<file path="config.mk">
export PLATFORM = sky130hd
export DESIGN_NAME = uart_rx
export DESIGN_NICKNAME = d
export VERILOG_FILES = /design/src/rtl/uart_rx_pkg.sv /design/src/rtl/uart_rx_edge_sync.sv /design/src/rtl/uart_rx.sv
export SDC_FILE = /design/constraint.sdc
export NUM_CORES = 1
export LEC_CHECK = 0
export ABC_AREA = 1
export CORE_MARGIN = 1
export CORE_UTILIZATION = 59
export CTS_CLUSTER_DIAMETER = 80
export DETAILED_ROUTE_END_ITERATION = 12
export PLACE_DENSITY = 0.81
export SLEW_MARGIN = 20
export SYNTH_ARGS = -nofsm -noshare
export SYNTH_HDL_FRONTEND = slang
export SYNTH_SLANG_ARGS = --single-unit
</file>
<file path="constraint.sdc">
create_clock -name clk -period 2.55 [get_ports clk]
set_input_delay 0.3825 -clock clk [delete_from_list [all_inputs] [get_ports clk]]
set_output_delay 0.3825 -clock clk [all_outputs]
set_load 0.01 [all_outputs]
</file>
<file path="src/rtl/uart_rx_pkg.sv">
// uart_rx_pkg: shared frame constants and receiver state encoding
package uart_rx_pkg;
  localparam int DATA_BITS    = 8;
  localparam int OVERSAMPLE   = 16;
  localparam int TICK_CNT_BIT = 4;
  localparam int BIT_CNT_BIT  = 3;
  typedef enum logic [2:0] {
    IDLE  = 3'd0,
    START = 3'd1,
    DATA  = 3'd2,
    STOP  = 3'd3,
    BREAK = 3'd4
  } state_t;
endpackage

</file>
<file path="src/rtl/uart_rx_edge_sync.sv">
// uart_edge_sync: 2-flop synchroniser with a previous-value flop for rising-edge detect
module uart_edge_sync #(
  parameter logic RST_VAL = 1'b0
) (
  input  logic clk,
  input  logic reset,
  input  logic d,
  output logic rise
);
  logic [2:0] s;
  always_ff @(posedge clk or negedge reset)
    if (!reset) s <= {3{RST_VAL}};
    else s <= {s[1:0], d};
  assign rise = s[1] & ~s[2];
endmodule

</file>
<file path="src/rtl/uart_rx.sv">
// uart_rx: 8N1 receive engine driven by the x16 oversample tick
module uart_rx #(
  parameter int DATA_BITS    = uart_rx_pkg::DATA_BITS,
  parameter int OVERSAMPLE   = uart_rx_pkg::OVERSAMPLE,
  parameter int TICK_CNT_BIT = uart_rx_pkg::TICK_CNT_BIT,
  parameter int BIT_CNT_BIT  = uart_rx_pkg::BIT_CNT_BIT
) (
  input  logic                 clk,
  input  logic                 reset,
  input  logic                 i_X16_Sample_Clk,
  input  logic                 i_Rx,
  output logic [DATA_BITS-1:0] o_Rx_Data,
  output logic                 o_Rx_Valid,
  output logic                 o_Frame_Err,
  output logic                 o_Busy
);
  import uart_rx_pkg::*;
  localparam logic [TICK_CNT_BIT-1:0] T_HALF = TICK_CNT_BIT'(OVERSAMPLE/2 - 1);
  localparam logic [TICK_CNT_BIT-1:0] T_END  = TICK_CNT_BIT'(OVERSAMPLE - 1);
  localparam logic [BIT_CNT_BIT-1:0]  B_END  = BIT_CNT_BIT'(DATA_BITS - 1);
  state_t state, state_n;
  logic [TICK_CNT_BIT-1:0] tick_cnt, tick_n;
  logic [BIT_CNT_BIT-1:0] bit_cnt, bit_n;
  logic [DATA_BITS-1:0] shreg, sh_n, data_n;
  logic [1:0] rx_q;
  logic rx_s, tick, valid_n, ferr_n;
  uart_edge_sync #(.RST_VAL(1'b0)) u_tick (
    .clk(clk), .reset(reset), .d(i_X16_Sample_Clk), .rise(tick)
  );
  always_ff @(posedge clk or negedge reset)
    if (!reset) rx_q <= 2'b11;
    else rx_q <= {rx_q[0], i_Rx};
  assign rx_s = rx_q[1];
  assign o_Busy = state != IDLE;
  always_ff @(posedge clk or negedge reset)
    if (!reset) begin
      state       <= IDLE;
      tick_cnt    <= '0;
      bit_cnt     <= '0;
      shreg       <= '0;
      o_Rx_Data   <= '0;
      o_Rx_Valid  <= 1'b0;
      o_Frame_Err <= 1'b0;
    end else begin
      state       <= state_n;
      tick_cnt    <= tick_n;
      bit_cnt     <= bit_n;
      shreg       <= sh_n;
      o_Rx_Data   <= data_n;
      o_Rx_Valid  <= valid_n;
      o_Frame_Err <= ferr_n;
    end
  always_comb begin
    state_n = state;
    tick_n  = tick_cnt;
    bit_n   = bit_cnt;
    sh_n    = shreg;
    data_n  = o_Rx_Data;
    valid_n = 1'b0;
    ferr_n  = 1'b0;
    if (tick)
      case (state)
        IDLE: if (!rx_s) begin
          state_n = START;
          tick_n  = '0;
        end
        START: if (tick_cnt == T_HALF) begin
          state_n = rx_s ? IDLE : DATA;
          tick_n  = '0;
          bit_n   = '0;
        end else tick_n = tick_cnt + 1'b1;
        DATA: if (tick_cnt == T_END) begin
          sh_n    = {rx_s, shreg[DATA_BITS-1:1]};
          tick_n  = '0;
          state_n = bit_cnt == B_END ? STOP : DATA;
          bit_n   = bit_cnt == B_END ? bit_cnt : bit_cnt + 1'b1;
        end else tick_n = tick_cnt + 1'b1;
        STOP: if (tick_cnt == T_END) begin
          tick_n  = '0;
          state_n = rx_s ? IDLE : BREAK;
          data_n  = rx_s ? shreg : o_Rx_Data;
          valid_n = rx_s;
          ferr_n  = !rx_s;
        end else tick_n = tick_cnt + 1'b1;
        BREAK: if (rx_s) state_n = IDLE;
        default: state_n = IDLE;
      endcase
  end
endmodule
</file>
==> results of run 1 <==
## power breakdown
| group | switching (mW) | internal [mW] | total [mW] |
|---|---|---|---|
| Sequential | 0.0479 | 0.572 | 0.620 |
| Clock | 0.184 | 0.303 | 0.488 |
| Combinational | 0.211 | 0.111 | 0.322 |
## cell usage in the layout, fill, tap and decap left out
master           synthesis  final
xor2_1                   1      1
nand4_1                  1      1
bufinv_16                0      2
ha_1                     3      3
clkdlybuf4s50_1          0     14
nand3_1                 10     10
nand2_1                 52     52
nand3_2                  1      1
o21ai_2                  7      7
nor2_1                  14     14
buf_4                    1      1
o21ai_1                  8      8
o21ai_0                  5      5
nor2_4                   1      1
nor2_2                   1      1
nor3_1                   1      1
a21oi_1                  2      2
clkbuf_4                 0      5
dfstp_2                  2      2
clkinv_2                 0      1
inv_2                    2      2
nand2_2                  2      2
dfrtp_1                 31     31
inv_1                   21     21
## per-stage QoR
| stage | total power [mW] | utilization [%] | area (sq um) | hold WS (ns) | instances |
|---|---|---|---|---|---|
| 4_1_cts | 1.43 | 76.1 | 1730 | 0.358 | 216 |
| 2_1_floorplan | 0.843 | - | 1470 | 0.0869 | 167 |
| 3_3_place_gp | 0.919 | 71.6 | 1630 | 0.332 | 208 |
| 3_5_place_dp | 0.939 | 71.6 | 1630 | 0.335 | 208 |
| 6_report | 1.43 | 76.1 | 1730 | 0.357 | 216 |
| 5_1_grt | 1.50 | 76.1 | 1730 | 0.372 | 216 |
## routing by layer
layer / track usage, % / up-vias
met1: 29.9 / 520
met3: 8.77 / 5
met4: 12.2 / 0
li1: - / 567
met5: 0 / -
met2: 37.4 / 27
## kinds of logic after synthesis
| group | count (synthesis) | synth area share [%] |
|---|---|---|
| AND/OR/NAND/NOR | 83 | 23.8 |
| XOR/XNOR | 1 | 0.598 |
| AO/OA/AOI/OAI | 22 | 9.31 |
| flip-flops | 33 | 56.5 |
| buffers and inverters | 25 | 7.17 |
| adder cells (fa/ha/maj) | 3 | 2.56 |
## worst max-delay path: cells and delay by family (launching register included)
kind / cells / cell delay [ns]
buffers and inverters: 1 / 0.49
AND/OR/NAND/NOR: 2 / 0.41
flip-flops: 1 / 0.44
## registers in the layout, summed over array words and instances, names as in the netlist
name and cells:
bit_cnt 3, o_Frame_Err 1, o_Rx_Data 8, o_Rx_Valid 1
rx_q 2, shreg 8, state 3, tick_cnt 4
u_tick.s 3
## cell type report
type	instances	area share (%)
multi-input cells	109	30.7
repair buffers	15	8.53
well taps	28	2.02
clock inverters	3	3.76
inverters	23	4.99
flip-flops and latches	33	47.8
clock buffers	5	2.17
## cells in the mapped netlist, drive strengths merged
cell type | number | share of area [%]
nand2 | 54 | 14
o21ai | 20 | 8.6
nand3 | 11 | 4.1
nor3 | 1 | 0.34
nor2 | 16 | 4.8
inv | 23 | 5.9
dfrtp | 31 | 53
a21oi | 2 | 0.68
ha | 3 | 2.6
xor2 | 1 | 0.60
buf | 2 | 1.3
dfstp | 2 | 3.6
nand4 | 1 | 0.43
## worst max-delay path by stage
| stage | from | to | slack (ns) | cells past startpoint |
|---|---|---|---|---|
| floorplan | tick_cnt[0]$_DFFE_PN0P_ | o_Rx_Data[5]$_DFFE_PN0P_ | 1.18 | 9 |
| global placement | state[1]$_DFFE_PN0P_ | o_Busy | 0.93 | 3 |
| detailed placement | state[1]$_DFFE_PN0P_ | o_Busy | 0.88 | 3 |
| CTS | state[1]$_DFFE_PN0P_ | o_Busy | 0.49 | 3 |
| global route | state[1]$_DFFE_PN0P_ | o_Busy | 0.38 | 3 |
| finish | state[1]$_DFFE_PN0P_ | o_Busy | 0.49 | 3 |
==> run summary, run 1 <==
hold depth - 0
initial antenna violation count - 0
WP data required - 2.17 ns
final setup TNS - 0 ns
Tcrit/Tclk final - 80.9%
Setup-failing EPs final - 0
number of diodes - 0
CP Cell Sequence - nor2_1, nand2_1, clkdlybuf4s50_1
clock skew - 0.00345 ns
Synth Cell Area - 0.00147 sq mm
area occupied by multi-input gates - 532 sq um
Max-cap violations - 0
hpwl dp - 1800 um
Avg Inst Size Synth - 8.77 sq um
DR iter-0 viols - 45
outcome - finished clean
Root Buffer - clkbuf_4
via count - 1,119
DR top layer - met4
core box area - 0.00228 sq mm
RSZ-0062 raised after global routing - false
Die Height - 51.8 um
final hold vios - 0
vias per cell - 5.18
slowest cell on the critical path - clkdlybuf4s50_1
first-pass GRT wire length - 4510 um
Syn. warnings - 0
port bufs - 14
vias in the first global route - 1,039
Yosys cell types - 21
Synth Instances - 167
Hold Path Class - reg -> reg
Clock Sinks - 33
total track usage - 24.3%
Max Slew Vio Count - 0
hold wc startpoint - u_tick.s[0]$_DFF_PN0_
Final Net Count - 194
Max Fanout on Critical Path - 5
# DRC - 0
measured slew at the worst slew-check pin - 0.402 ns
Initial Utilization - 64.4%
critical path's largest stage delay - 0.49 ns
fmax - 485 MHz
largest net degree at the start of global routing - 34
Final WS setup - 0.488 ns
kind of critical path - reg -> out
io pins - 15
Synth Register Bits - 33
Die ar. - 0.00269 sq mm
Std-Cell Rows - 17
Max IR drop VDD - 811 uV
Synthesized Nets - 174
CTS max path bufs - 2
CTS Buf Count - 5
CP endpoint kind - output pin
CTS tree - built
met2 routed wirelength - 1270 um
drt wl/cell - 12.2 um
fillers - 154
Max-slew headroom - 73.2%
WP data arrival - 1.68 ns
r2r startpoint - tick_cnt[0]$_DFFE_PN0P_
R2R Setup Slk - 0.90 ns
dpl ws - 0.881 ns
antenna-violating nets left - 0
CTS Hold Bufs - 0
post-synthesis sequential area ratio - 56.5%
Metal-1 WL - 1180 um
FF-to-FF End - o_Rx_Data[0]$_DFFE_PN0P_
Hold Path End - u_tick.s[1]$_DFF_PN0_
Sequential cell area - 828 sq um
CTS clk-pin slew, worst paths - 0.10 ns
R2R depth - 9
PD cells - 825 mW/mm^2
Setup Fix Bufs, Post-CTS - 0
First-pass DRT Iterations - 6
met3 wire len - 114 um
Die X - 51.8 um
H-tree depth - 2
post-cts sizing count - 0
area grow syn2layout - 18.2%
grt total ovfl - 0
worst skew pair latency - 0.34 ns
routability cong. - 0.849
layout cell share with drive strength beyond 1 - 13.3%
final WL - 2630 um
Static Leakage - 0.861 nW
fin crit period - 2.06 ns
Startpoint Class - register
Note: power is estimated with default switching activity, not from simulation.
==> inputs of run 2 (changes only) <==
CORE_UTILIZATION = 55   (was 59)
PLACE_DENSITY = 0.77   (was 0.81)
clock period = 2.1 ns   (was 2.55 ns; I/O delays follow)
==> run summary, run 2 (same netlist as run 1, synthesis figures left out) <==
# DRC - 0 (unchanged)
worst skew pair latency - 0.33 ns (about the same)
number of diodes - 0 (unchanged)
CTS clk-pin slew, worst paths - 0.10 ns (about the same)
Tcrit/Tclk final - 94.0%
fmax - 507 MHz
Die Height - 53.6 um (+3.4%)
Static Leakage - 0.851 nW (-1.1%)
hold_ws - 0.363 ns (+0.00679 ns)
CTS Hold Bufs - 0 (unchanged)
area occupied by multi-input gates - 532 sq um (unchanged)
WP data arrival - 1.66 ns (-0.02 ns)
post-cts sizing count - 0 (unchanged)
port bufs - 14 (unchanged)
final WL - 2470 um (-5.8%)
clock skew - 0.00580 ns (+0.00235 ns)
grt total ovfl - 0 (unchanged)
fillers - 196 (+27%)
io pins - 15 (unchanged)
Max Fanout on Critical Path - 5 (unchanged)
WP buf/inv - 1 (unchanged)
Sequential cell area - 828 sq um (unchanged)
WP data required - 1.78 ns (-0.39 ns)
Final Net Count - 194 (unchanged)
Die X - 53.6 um (+3.4%)
measured slew at the worst slew-check pin - 0.393 ns (-0.00879 ns)
most frequent cells in the layout - 52 x nand2_1, 31 x dfrtp_1, 21 x inv_1, 14 x nor2_1, 14 x clkdlybuf4s50_1
routability cong. - 0.903 (+6.4%)
CTS Buf Count - 5 (unchanged)
final core area utilization - 68.7% (-7.4 points)
Max Slew Vio Count - 0 (unchanged)
fin crit period - 1.97 ns
Max-slew headroom - 73.8% (+0.59 points)
top flop regs - o_Rx_Data: 8 flops, shreg: 8 flops, tick_cnt: 4 flops
dpl ws - 0.431 ns (-0.450 ns)
hpwl dp - 1850 um (+2.8%)
CP top delay family - buffers and inverters
critical path's largest stage delay - 0.49 ns (about the same)
CP endpoint kind - output pin
CTS tree - built
Max-cap violations - 0 (unchanged)
kind of critical path - reg -> out
via count - 1,120 (+0.089%)
largest net degree at the start of global routing - 34 (unchanged)
Setup Fix Bufs, Post-CTS - 0 (unchanged)
First-pass DRT Iterations - 4 (-2)
final setup TNS - 0 ns (unchanged)
Std-Cell Rows - 18 (+1)
vias per cell - 5.14 (-0.83%)
final hold vios - 0 (unchanged)
Clock Sinks - 33 (unchanged)
area grow syn2layout - 17.2%
DR iter-0 viols - 18 (-60%)
commonest non-fill, non-tap cell in the layout - nand2_1
H-tree depth - 2 (unchanged)
antenna-violating nets left - 0 (unchanged)
Root Buffer - clkbuf_4
CP Cell Sequence - nor2_1, nand2_1, clkdlybuf4s50_1
drt wl/cell - 11.3 um (-6.7%)
Max IR drop VDD - 791 uV (-2.5%)
PD cells - 940 mW/mm^2 (+14%)
Setup-failing EPs final - 0 (unchanged)
total track usage - 20.7% (-3.5 points)
Final WS setup - 0.126 ns (-0.362 ns)
Initial Utilization - 58.6% (-5.8 points)
core box area - 0.00250 sq mm (+9.8%)
first-pass GRT wire length - 4060 um (-9.9%)
CTS max path bufs - 2 (unchanged)
RSZ-0062 raised after global routing - false
Hold Path Class - in -> async
initial antenna violation count - 0 (unchanged)
Die ar. - 0.00287 sq mm (+7.0%)
outcome - finished clean
vias in the first global route - 991 (-4.6%)
layout cell share with drive strength beyond 1 - 12.8% (-0.53 points)
slowest cell on the critical path - clkdlybuf4s50_1
Startpoint Class - register
-- run 2: worst register-to-register path, cell delays in order (launching register included) --
cell and delay, ns:
dfrtp_1 0.42, ha_1 0.24, nand2_1 0.12, inv_1 0.07, nand2_1 0.15, nor2_4 0.06, nand2_2 0.29, inv_1 0.12
nand2_1 0.08, nand2_1 0.04
-- run 2: cell type report --
cell class	count	area share [%]
clock buffers	7	3.21
multi-input cells	109	31.0
clock inverters	1	1.75
repair buffers	15	8.60
flip-flops and latches	33	48.3
inverters	23	5.03
well taps	30	2.19
-- run 2: worst paths after layout --
kind / from / endpoint / slack, ns / cells after the start
setup reg to reg: tick_cnt[0]$_DFFE_PN0P_ / o_Rx_Data[0]$_DFFE_PN0P_ / 0.41 / 9
min in group clk: rx_q[0]$_DFF_PN1_ / rx_q[1]$_DFF_PN1_ / 0.37 / 0
max in group asynchronous: reset / rx_q[1]$_DFF_PN1_ / 1.41 / 2
setup / recovery: state[1]$_DFFE_PN0P_ / o_Busy / 0.13 / 3
hold reg to reg: rx_q[0]$_DFF_PN1_ / rx_q[1]$_DFF_PN1_ / 0.37 / 0
hold / removal: reset / tick_cnt[1]$_DFFE_PN0P_ / 0.36 / 2
-- run 2: per-stage QoR --
| stage | instances | cell area [sq um] | power [mW] |
|---|---|---|---|
| global placement | 210 | 1630 | 1.12 |
| finish | 218 | 1720 | 1.61 |
| CTS | 218 | 1720 | 1.63 |
| floorplan | 167 | 1470 | 1.02 |
| detailed placement | 210 | 1630 | 1.14 |
| global route | 218 | 1720 | 1.72 |
-- run 2: report_power, final --
group | internal (mW) | switching, mW
Combinational | 0.135 | 0.244
Clock | 0.284 | 0.200
Sequential | 0.694 | 0.0555
Total | 1.11 | 0.500
-- run 2: layer usage --
metal / global-route usage [%] / share of wire [%] / vias up
li1: - / - / 563
met1: 23.3 / 45 / 520
met2: 35.0 / 49 / 29
met3: 5.93 / 3.4 / 8
met4: 11.8 / 2.1 / 0
met5: 0 / 0 / -
==> inputs of run 3 (changes only) <==
SLEW_MARGIN = 10   (was 20)
==> results of run 3 <==
Same layout as run 2: the final DEF is identical, and so are final timing and power.
==> RTL edit 1, RTL diff (settings of run 3) <==
Set the package constant `TICK_CNT_BIT` to 8 (it was 4).
--- a/src/rtl/uart_rx_pkg.sv
+++ b/src/rtl/uart_rx_pkg.sv
@@ -2,7 +2,7 @@
 package uart_rx_pkg;
   localparam int DATA_BITS    = 8;
   localparam int OVERSAMPLE   = 16;
-  localparam int TICK_CNT_BIT = 4;
+  localparam int TICK_CNT_BIT = 8;
   localparam int BIT_CNT_BIT  = 3;
   typedef enum logic [2:0] {
     IDLE  = 3'd0,
Formal check against the unedited RTL: same outputs for any inputs over 10 cycles, from zero or initial values and one cycle with reset low; that may be too few to reach the edited logic, so the function may still have changed.
==> RTL edit 1 against run 3 <==
- the run now ends with design-rule violations left
- core utilization about the same
- global-route usage up 2.1 points
- sequential cell count increased by 4
- largest power group unchanged
- design area up 14%
- wire length up 30%
- combinational power grew 17%
- total power up 12%
- worst setup slack improved by 0.011 ns
- synthesized area rose by 16%
- largest cell class unchanged
- register-to-register slack got worse by 0.14 ns
- critical endpoint unchanged
==> RTL edit 1: results <==
set metrics [dict create \
    nFillCells 246 \
    pg_comb_mw 0.442 \
    p_leak_nw 0.942 \
    syn_avg_cell_area_um2 8.56 \
    status "finished with violations" \
    drtIter0Drc 29 \
    dpl.cell_count 243 \
    ir_worst_vdd_mv 0.529 \
    firstDrtPassIters 10 \
    slew_headroom_pct 61.3 \
    drc 1 \
    synth-edff-count 0 \
    grt_max_degree 38 \
    wire_per_inst_um 12.8 \
    ys_seq_area_share_pct 54.5 \
    violations "design-rule violations" \
    clk_pin_slew_ns 0.13 \
    reg.largest.list "o_Rx_Data x8, shreg x8, tick_cnt x8" \
    instances_no_fill 251 \
    drive_gt1_share_pct 10.0 \
    cp_top_family "flip-flops" \
    num_antenna_cells 0 \
    hpwl_mm 2.32 \
    dp_slack_ns 0.257 \
    multiInputGateArea_um2 654 \
    grt_pass1_wl_mm 5.66 \
    insertion_delay_ns 0.35 \
    seq_power_mw 0.852 \
    switching_share_pct 34.5 \
    vias 1336 \
    critPathMaxFanout 7 \
    syn-num-nets 206 \
    fin_nets 226 \
    postPlaceCellArea_um2 1870 \
    gp_congestion 0.878 \
    yosysUniqueCellTypes 23 \
    synth_area_leaders "dfrtp_1, nand2_1, o21ai_0" \
    p_int_mw 1.18 \
    worst_path_max_delay_cell "dfrtp_1" \
    skew_ns 0.0150 \
]
RTL edit 1: cell types whose count changed after synthesis, sizes merged:
cell | before | now
xor2 | 1 | 2
inv | 23 | 28
nor3 | 1 | 2
a21oi | 2 | 5
nor2 | 16 | 26
a22oi | 0 | 1
o21ai | 20 | 24
nand4 | 1 | 4
mux2i | 0 | 1
dfrtp | 31 | 35
nand2 | 54 | 53
RTL edit 1: cells by family after synthesis:
group                      count (synthesis)  share of synthesized area (%)
AOI/OAI and AO/OA                         30                           9.40
xor gates and xnor gates                   2                           1.03
adders and majority gates                  3                           2.20
buffers and inverters                     30                           7.12
DFF                                       37                           54.5
muxes                                      1                          0.587
and+or+nand+nor                           96                           25.2
RTL edit 1: worst paths after layout:
check / from / endpoint / slack [ns] / depth (start not counted)
hold reg to reg: rx_q[0] / rx_q[1] / 0.37 / 0
min in group clk: i_Rx / rx_q[0] / 0.37 / 1
hold / removal: reset / state[1] / 0.36 / 2
setup reg to reg: tick_cnt[0] / o_Rx_Data[5] / 0.27 / 6
setup / recovery: state[0] / o_Busy / 0.14 / 3
max in group asynchronous: reset / rx_q[1] / 1.37 / 2
RTL edit 1: area by class of cell:
| class | count | area share [%] |
|---|---|---|
| flip-flops and latches | 37 | 47.4 |
| multi-input cells | 132 | 33.4 |
| repair buffers | 15 | 7.54 |
| inverters | 28 | 5.37 |
| clock inverters | 3 | 2.36 |
| well taps | 31 | 1.98 |
| clock buffers | 5 | 1.92 |
RTL edit 1: per-layer routing:
layer | global-route usage (%) | share of wire (%)
met1 | 28.4 | 45
met2 | 38.0 | 50
met3 | 5.13 | 3.6
met4 | 10.9 | 1.7
met5 | 0 | 0
==> RTL edit 2, RTL diff (flow settings as in run 3) <==
Made on the original files. Encoding of `state_t`: now one-hot (5 bits for 5 states).
--- a/src/rtl/uart_rx_pkg.sv
+++ b/src/rtl/uart_rx_pkg.sv
@@ -4,12 +4,12 @@
   localparam int OVERSAMPLE   = 16;
   localparam int TICK_CNT_BIT = 4;
   localparam int BIT_CNT_BIT  = 3;
-  typedef enum logic [2:0] {
-    IDLE  = 3'd0,
-    START = 3'd1,
-    DATA  = 3'd2,
-    STOP  = 3'd3,
-    BREAK = 3'd4
+  typedef enum logic [4:0] {
+    IDLE  = 5'b00001,
+    START = 5'b00010,
+    DATA  = 5'b00100,
+    STOP  = 5'b01000,
+    BREAK = 5'b10000
   } state_t;
 endpackage
 
Function: no difference found for any inputs over 10 cycles, from zero or initial values and one cycle with reset low; not proved beyond that.
==> RTL edit 2 against run 3 <==
- maximum frequency is 2.1% higher
- count of clock-buffer cells in the layout decreased by 1
- wire length is 22% higher
- design area up 18%
- core utilization down 1.6 points
- sequential cell count is 2 higher
- synthesized area increased by 19%
- hold slack worse by 0.0014 ns
- sequential share of layout area is 4.9 points lower
- total power grew 19%
- clock skew rose by 0.0012 ns
- worst setup slack improved by 0.041 ns
- largest cell class unchanged
- largest power group unchanged
==> RTL edit 2: results <==
set metrics [dict create \
    crit_arrival_ns 1.62 \
    netlist_instances 202 \
    fin_nets 229 \
    critPathMaxFanout 4 \
    cpPeakStageDelay_ns 0.57 \
    cp_top_family "flip-flops" \
    ir_worst_vdd_mv 0.749 \
    startpoint "state[0]" \
    drtIter0Drc 74 \
    grt.total_usage_pct 20.8 \
    synth-xor-area-share_pct 0.501 \
    grtUsageMet3_pct 4.84 \
    grt_pass1_vias 1253 \
    grtUsageMet1_pct 24.4 \
    hold_class "reg2reg" \
    wire_per_inst_um 11.3 \
    yosys-top-cells-count "nand2_1, dfrtp_1, inv_1, nor2_1, o21ai_1" \
    ys_seq_area_share_pct 50.3 \
    met2_usage_pct 35.1 \
    reg.largest.list "o_Rx_Data x8, shreg x8, state x5" \
    hpwl_mm 2.26 \
    postPlaceCellArea_um2 1930 \
    ff2ff_path_depth 8 \
    synthAdderAreaFrac_pct 2.15 \
    drive_gt1_share_pct 17.9 \
    slew_headroom_pct 71.3 \
    r2r-end "bit_cnt[1]" \
    status "complete, no violations" \
    vias 1359 \
    synth_compound_area_share_pct 10.2 \
    yosysUniqueCellTypes 25 \
]
RTL edit 2: cell count changes after synthesis, sizes merged:
cell and delta:
a21oi -1, dfrtp +1, dfstp +1, inv +8, nand2 +8, nand3 +2
nand4 +5, nor2 +5, o21bai +5, o22ai +1, xnor2 +1, xor2 -1
RTL edit 2: report_power, final:
part	internal (mW)	switching, mW	total, mW
registers	0.740	0.0614	0.802
logic	0.166	0.362	0.528
clock network	0.372	0.227	0.598
RTL edit 2: worst min-delay path by stage:
stage	end	cells after the start	slack, ns
final	u_tick.s[1]	0	0.36
after global routing	rx_q[1]	0	0.37
after CTS	rx_q[0]	1	0.36
after detailed placement	u_tick.s[1]	0	0.34
after global placement	u_tick.s[1]	0	0.34
after floorplan	bit_cnt[0]	0	0.02
RTL edit 2: final cells by class:
type | instances | area (µm²) | area share [%]
multi-input combinational | 134 | 731 | 36.0
clock buffer | 6 | 41.3 | 2.03
inverter | 31 | 116 | 5.73
clock inverter | 2 | 60.1 | 2.96
sequential | 35 | 880 | 43.3
tap | 44 | 55.1 | 2.71
timing repair buffer | 15 | 146 | 7.21
RTL edit 2: per-stage QoR:
stage               utilization, %  setup WS, ns  hold WS (ns)
global route                  67.0        0.0479         0.372
floorplan                        -         0.754        0.0194
detailed placement            63.7         0.358         0.340
CTS                           67.0         0.162         0.360
global placement              63.7         0.460         0.336
finish                        67.0         0.167         0.362
RTL edit 2: what timing repair did:
action | in CTS | in global routing
setup buffers | 0 | 0
endpoints found under the setup margin | 1 | 0
hold buffers | 0 | 0
resized for setup | 1 | 0
RTL edit 2: metal layers:
layer	wire length [µm]	up-vias	share of wire (%)
met5	0	-	0
met4	77	0	2.5
met3	127	9	4.2
met2	1500	39	50
met1	1320	631	44
li1	-	680	-
